File: src/rtl/recharge_ctrl.sv
// ============================================================================
//  Module   : recharge_ctrl
//  Purpose  : Prepaid-balance top-up front end with a digit-serial BCD adder.
//  Revision : 1.0  initial release
// ============================================================================
`default_nettype none

module recharge_ctrl #(
    parameter int TICK_CYC  = 100000000,
    parameter int TIMEOUT_S = 8,
    parameter int SHOW_S    = 2
) (
    input  logic        clk,
    input  logic        rst,
    input  logic        on,
    input  logic        bt_digit,
    input  logic        bt_ok,
    input  logic        bt_cancel,
    input  logic [3:0]  digit_sw,
    input  logic [11:0] bal_in,
    output logic [11:0] bal_out,
    output logic        bal_we,
    output logic [15:0] disp,
    output logic [7:0]  st_light
);

    localparam int SEC_W  = (TICK_CYC > 1) ? $clog2(TICK_CYC) : 1;
    localparam int SECS_W = 8;

    localparam logic [2:0] S_IDLE  = 3'd0;
    localparam logic [2:0] S_ENTRY = 3'd1;
    localparam logic [2:0] S_ADD   = 3'd2;
    localparam logic [2:0] S_DONE  = 3'd3;
    localparam logic [2:0] S_ERR   = 3'd4;

    logic [2:0]        state_q, state_d;
    logic [11:0]       amt_q, amt_d;
    logic [1:0]        cnt_q, cnt_d;
    logic [11:0]       acc_q, acc_d;
    logic              carry_q, carry_d;
    logic [1:0]        idx_q, idx_d;
    logic [SEC_W-1:0]  tick_cnt_q, tick_cnt_d;
    logic [SECS_W-1:0] secs_q, secs_d;
    logic [11:0]       bal_out_q, bal_out_d;
    logic              bal_we_q, bal_we_d;

    // Cancel beats ok beats digit; an out-of-range digit is never a winner.
    logic w_win_cancel, w_win_ok, w_win_digit, w_tick, w_restart;
    logic [4:0] w_sum;
    logic [3:0] w_sum_digit;

    assign w_win_cancel = bt_cancel;
    assign w_win_ok     = bt_ok & ~bt_cancel;
    assign w_win_digit  = bt_digit & ~bt_ok & ~bt_cancel & (digit_sw <= 4'd9);
    assign w_tick       = (tick_cnt_q == SEC_W'(TICK_CYC - 1));

    assign w_sum       = {1'b0, acc_q[3:0]} + {1'b0, amt_q[3:0]} + {4'b0000, carry_q};
    assign w_sum_digit = (w_sum > 5'd9) ? 4'(w_sum - 5'd10) : w_sum[3:0];

    always_ff @(posedge clk) begin
        if (rst || !on) begin
            state_q    <= S_IDLE;
            amt_q      <= 12'h000;
            cnt_q      <= 2'd0;
            acc_q      <= 12'h000;
            carry_q    <= 1'b0;
            idx_q      <= 2'd0;
            tick_cnt_q <= '0;
            secs_q     <= '0;
            bal_out_q  <= 12'h000;
            bal_we_q   <= 1'b0;
        end else begin
            state_q    <= state_d;
            amt_q      <= amt_d;
            cnt_q      <= cnt_d;
            acc_q      <= acc_d;
            carry_q    <= carry_d;
            idx_q      <= idx_d;
            tick_cnt_q <= tick_cnt_d;
            secs_q     <= secs_d;
            bal_out_q  <= bal_out_d;
            bal_we_q   <= bal_we_d;
        end
    end

    always_comb begin
        state_d    = state_q;
        amt_d      = amt_q;
        cnt_d      = cnt_q;
        acc_d      = acc_q;
        carry_d    = carry_q;
        idx_d      = idx_q;
        bal_out_d  = bal_out_q;
        bal_we_d   = 1'b0;
        w_restart  = 1'b0;
        tick_cnt_d = w_tick ? '0 : tick_cnt_q + SEC_W'(1);
        secs_d     = w_tick ? secs_q + SECS_W'(1) : secs_q;

        case (state_q)
            S_IDLE: begin
                if (w_win_digit) begin
                    amt_d   = {8'h00, digit_sw};
                    cnt_d   = 2'd1;
                    state_d = S_ENTRY;
                end
            end
            S_ENTRY: begin
                if (w_win_cancel) begin
                    amt_d   = 12'h000;
                    state_d = S_IDLE;
                end else if (w_win_ok) begin
                    if (amt_q == 12'h000) begin
                        state_d = S_ERR;
                    end else begin
                        acc_d   = bal_in;
                        carry_d = 1'b0;
                        idx_d   = 2'd0;
                        state_d = S_ADD;
                    end
                end else if (w_win_digit) begin
                    w_restart = 1'b1;
                    if (cnt_q < 2'd3) begin
                        amt_d = {amt_q[7:0], digit_sw};
                        cnt_d = cnt_q + 2'd1;
                    end
                end else if (w_tick && secs_q == SECS_W'(TIMEOUT_S - 1)) begin
                    amt_d   = 12'h000;
                    state_d = S_IDLE;
                end
            end
            S_ADD: begin
                // acc and amt rotate one digit per cycle, so three passes
                // leave both back in {hundreds, tens, ones} order.
                if (idx_q == 2'd3) begin
                    if (carry_q) begin
                        state_d = S_ERR;
                    end else begin
                        bal_we_d  = 1'b1;
                        bal_out_d = acc_q;
                        state_d   = S_DONE;
                    end
                end else begin
                    acc_d   = {w_sum_digit, acc_q[11:4]};
                    amt_d   = {amt_q[3:0], amt_q[11:4]};
                    carry_d = (w_sum > 5'd9);
                    idx_d   = idx_q + 2'd1;
                end
            end
            S_DONE: begin
                if (w_win_digit) begin
                    amt_d   = {8'h00, digit_sw};
                    cnt_d   = 2'd1;
                    state_d = S_ENTRY;
                end else if (w_tick && secs_q == SECS_W'(SHOW_S - 1)) begin
                    amt_d   = 12'h000;
                    state_d = S_IDLE;
                end
            end
            S_ERR: begin
                if (w_tick && secs_q == SECS_W'(SHOW_S - 1)) begin
                    amt_d   = 12'h000;
                    state_d = S_IDLE;
                end
            end
            default: begin
                state_d = S_IDLE;
            end
        endcase

        if (state_d != state_q || w_restart) begin
            tick_cnt_d = '0;
            secs_d     = '0;
        end
    end

    always_comb begin
        st_light = 8'd1 << state_q;
        case (state_q)
            S_ENTRY: disp = {4'd11, amt_q};
            S_DONE:  disp = {4'd11, bal_out_q};
            S_ERR:   disp = {4'd10, 4'd10, 4'd10, 4'd10};
            default: disp = {4'd11, bal_in};
        endcase
    end

    assign bal_out = bal_out_q;
    assign bal_we  = bal_we_q;

endmodule

`default_nettype wire

File: config.mk
export PLATFORM = sky130hd
export DESIGN_NAME = recharge_ctrl
export DESIGN_NICKNAME = d
export VERILOG_FILES = /design/src/rtl/recharge_ctrl.sv
export SDC_FILE = /design/constraint.sdc
export NUM_CORES = 1
export LEC_CHECK = 0
export BUFFER_PORTS_ARGS = -buffer_cell sky130_fd_sc_hd__buf_2
export CAP_MARGIN = 20
export CORE_UTILIZATION = 40
export DETAILED_ROUTE_END_ITERATION = 6
export SLEW_MARGIN = 20
export SYNTH_ARGS = -nofsm -noshare
export SYNTH_HDL_FRONTEND = slang
export SYNTH_SLANG_ARGS = --single-unit
File: constraint.sdc
create_clock -name clk -period 5.8 [get_ports clk]
set_input_delay 0 -clock clk [delete_from_list [all_inputs] [get_ports clk]]
set_output_delay 0 -clock clk [all_outputs]
set_load 0.05 [all_outputs]
==> out/qor.log <==
[cts] # hold bufs at CTS 15
[placed_design] port bufs 55
[timing] unrepaired setup endpoints after global routing no
[synthesis] number of flops mapped to enable cells by yosys 0
[synthesis] proportion of netlist area held by the largest area contributor 35.5%
[synthesis] Seq cells post-synth 80
[placed_design] half-perimeter wire length after placement 8.44 mm
[placed_design] Placer Congestion 0.811
[setup_path] required time at the endpoint of the critical path 6.08 ns
[timing] worst-case clock skew 0.0104 ns
[pwr] PwrDens 208 nW/um2
[die] overall die height 108 um
[setup_path] biggest fanout along the worst timing path 27
[layout] Antenna Cells 0
[synthesis] Synth warnings 0
[layout] fraction of layout instances using a drive strength above 1 15.8%
[cts] clock network latency to the later pin of the worst-skew pair 0.36 ns
[worst_hold_path] worst min-delay path category in -> reg
[die] Die Area 11700 um2
[cts] CTS H-tree depth 3
[route] vias after detailed routing 4154
[timing] f_max 0.322 GHz
[global_route] wire length of the first global-routing pass 19.5 mm
[route] Initial DRC Count 210
[synthesis] async set-reset flop share out of synthesis 0%
[die] number of core rows 38
[cts] # Post-CTS Setup Buffers 0
[synthesis] cell taking the most area after synthesis dfxtp_1
[layout] final standard cell area without fillers 5160 um2
[cts] clock tree from TritonCTS done
[setup_path] Critical Path Slowest Stage Cell or3b_1
[setup_path] data arrival time of the critical path 3.38 ns
[die] width of the die 108 um
[global_route] largest net degree at the start of global routing 35
[setup_path] maximum cell stage delay along the critical path 0.72 ns
[die] effective utilization at floorplan 41.4%
[setup_path] CP Class reg -> reg
[setup_path] Critical path buffers and inverters 1
[die] Core Area 10900 um2
[synthesis] Post-Synthesis Mean Instance Area 8.05 um2
[cts] number of buffers inserted during clock tree synthesis 9
[cts] maximum buffer depth of the clock tree 2
[cts] Root Buffer Master clkbuf_8
[global_route] total congestion overflow 0
[timing] post-layout minimum cycle time 3.11 ns
[global_route] number of global-route vias before repair 3829
[route] Post-Route WL 11.9 mm
[pwr] VDD IR-drop max 0.0000932 V
[global_route] initial antenna violation count 0
[route] routed via count divided by cell count 5.52
[placed_design] post-detailed-placement cell area 4800 um2
[route] first-pass iteration count of the detailed router 5
[layout] Net count, final 641
[layout] Layout Area Growth over Synthesis 14.5%
[synthesis] post-synthesis cell count 560
[flow_run] reported max-cap violation count 0
[setup_path] Top Family by Delay on Critical Path simple AND/OR/NAND/NOR gates
[cts] number of resized instances in the post-cts repair step 0
[timing] Slew HR 49.7%
[timing] number of hold violations in the final report 0
[setup_path] capturing element type of the critical path flip-flop
[synthesis] distinct cell type count of the synthesized netlist 63
[synthesis] sequential fraction of the synthesis area 35.5%
[timing] transition time at the pin with the least slew margin 0.753 ns
[synthesis] most instantiated flip-flop cell in the synthesis netlist dfxtp_1
[route] ANT nets after route 0
[setup_path] worst-path cell chain or3b_1 -> inv_1 -> nand2b_1 -> nand2_1 -> nor2_1 -> a311oi_1
[pwr] total leakage power 1.87 nW
[timing] fraction of the cycle the final worst path needs 53.6%
[route] detail-routed net length per standard cell 15.8 um
[synthesis] summed instance area of the synthesized netlist 4510 um2
[timing] final-report max-slew violation count 0
[cts] number of clock sinks 80
[status] run status completed
[timing] setup_tns 0 ns
[timing] number of setup violations in the final report 0
[synthesis] ranking of synthesized cells by area dfxtp_1, nand2_1, nor2_1
[global_route] Global Route Usage Sum 21.5%
[cts] Clk pin slew, worst setup/hold paths 0.09 ns
[setup_path] critical path launch point type flip-flop
[route] detailed-route DRC error count 0
[die] IO Count 59
worst register-to-register path, cell delays in order (launching register included):
cell	delay, ns
dfxtp_1	0.56
or3b_1	0.72
inv_1	0.61
nand2b_1	0.28
nand2_1	0.52
nor2_1	0.08
a311oi_1	0.25
layout make-up:
type,count,area (um2)
clock buffer,10,138
clock inverter,6,67.6
fill,1083,5730
inverter,12,45.0
multi-input combinational,432,2690
sequential,80,1600
tap,140,175
timing repair buffer,72,440
metrics by stage:
stage | setup slack, ns | hold WS [ns] | total power [W] | cells | util [%]
floorplan | 3.45 | 0.162 | 0.000624 | 561 | -
global placement | 2.90 | 0.287 | 0.000645 | 721 | 44.0
detailed placement | 2.75 | 0.297 | 0.000645 | 721 | 44.0
CTS | 2.74 | 0.00935 | 0.00108 | 752 | 47.3
global route | 2.34 | 0.0450 | 0.00111 | 752 | 47.4
finish | 2.69 | 0.0230 | 0.00107 | 752 | 47.4
cells in the mapped netlist (all sizes together), types with 3 or more instances:
library cell and count:
a21oi 34, a22o 4, a22oi 13, a311oi 9, a31oi 3, and2 5, and3 9, and4 3
buf 17, clkbuf 20, dfxtp 80, ha 10, inv 12, nand2 70, nand2b 6, nand3 29
nand4 9, nor2 71, nor2b 8, nor3 11, nor4 7, nor4b 3, o211ai 10, o21ai 24
o2bb2ai 13, o31ai 3, or3 8, or3b 3, xnor2 12, xor2 23
path summary, 6_finish.rpt:
check / from / end / slack (ns) / cells past startpoint
worst max-delay path: state_q[2] / acc_q[7] / 2.69 / 6
worst min register to register: acc_q[10] / bal_out[10] / 0.47 / 2
worst max register to register: state_q[2] / acc_q[7] / 2.69 / 6
worst min-delay path: rst / state_q[2] / 0.02 / 4
state kept, by name (all words and copies together) (netlist names), 2 cells and up:
name,count
bal_out,12
acc_q,12
idx_q,2
secs_q,8
amt_q,12
cnt_q,2
tick_cnt_q,27
state_q,3
layer usage:
metal,part of all wire [%],up-vias,global-route usage [%],routed length (um)
li1,-,2081,-,-
met4,1.6,0,6.95,190
met3,5.2,13,4.40,615
met2,46,114,35.3,5520
met5,0,-,0,0
met1,47,1946,28.0,5560
cells in the final DEF (no fill, tap or decap), drive strengths merged, types with 3 or more instances in the layout:
cell         instances
conb                 3
a311oi               9
nor2                71
or3                  8
nor3                11
clkbuf              10
buf                 57
nand2               70
dlygate4sd3         15
o21ai               24
a21oi               34
inv                 13
nand3               29
or3b                 3
a22oi               13
xnor2               12
nor2b                8
nand2b               6
a31oi                3
o31ai                3
and4                 3
and2                 5
nand4                9
o211ai              10
nor4b                3
and3                 9
dfxtp               80
o2bb2ai             13
ha                  10
xor2                23
nor4                 7
a22o                 4
logic make-up (layout without fill, tap and decap cells):
group / Yosys count / after routing / synth area share (%)
simple gates: 252 / 252 / 28.8
compound gates: 128 / 128 / 19.6
flops: 80 / 80 / 35.5
buf+inv: 49 / 100 / 4.97
xor+xnor: 35 / 35 / 6.80
fa+ha+maj: 12 / 12 / 3.67
other cells: 2 / 3 / 0.167
mux: 2 / 2 / 0.472
power by group:
group	leakage [nW]	switching (W)	internal, W
sequential	0.644	0.00000244	0.000550
combinational	1.12	0.0000607	0.0000277
clock	0.0989	0.000220	0.000212
total	1.87	0.000283	0.000790
Note: power is estimated with default switching activity, not from simulation.
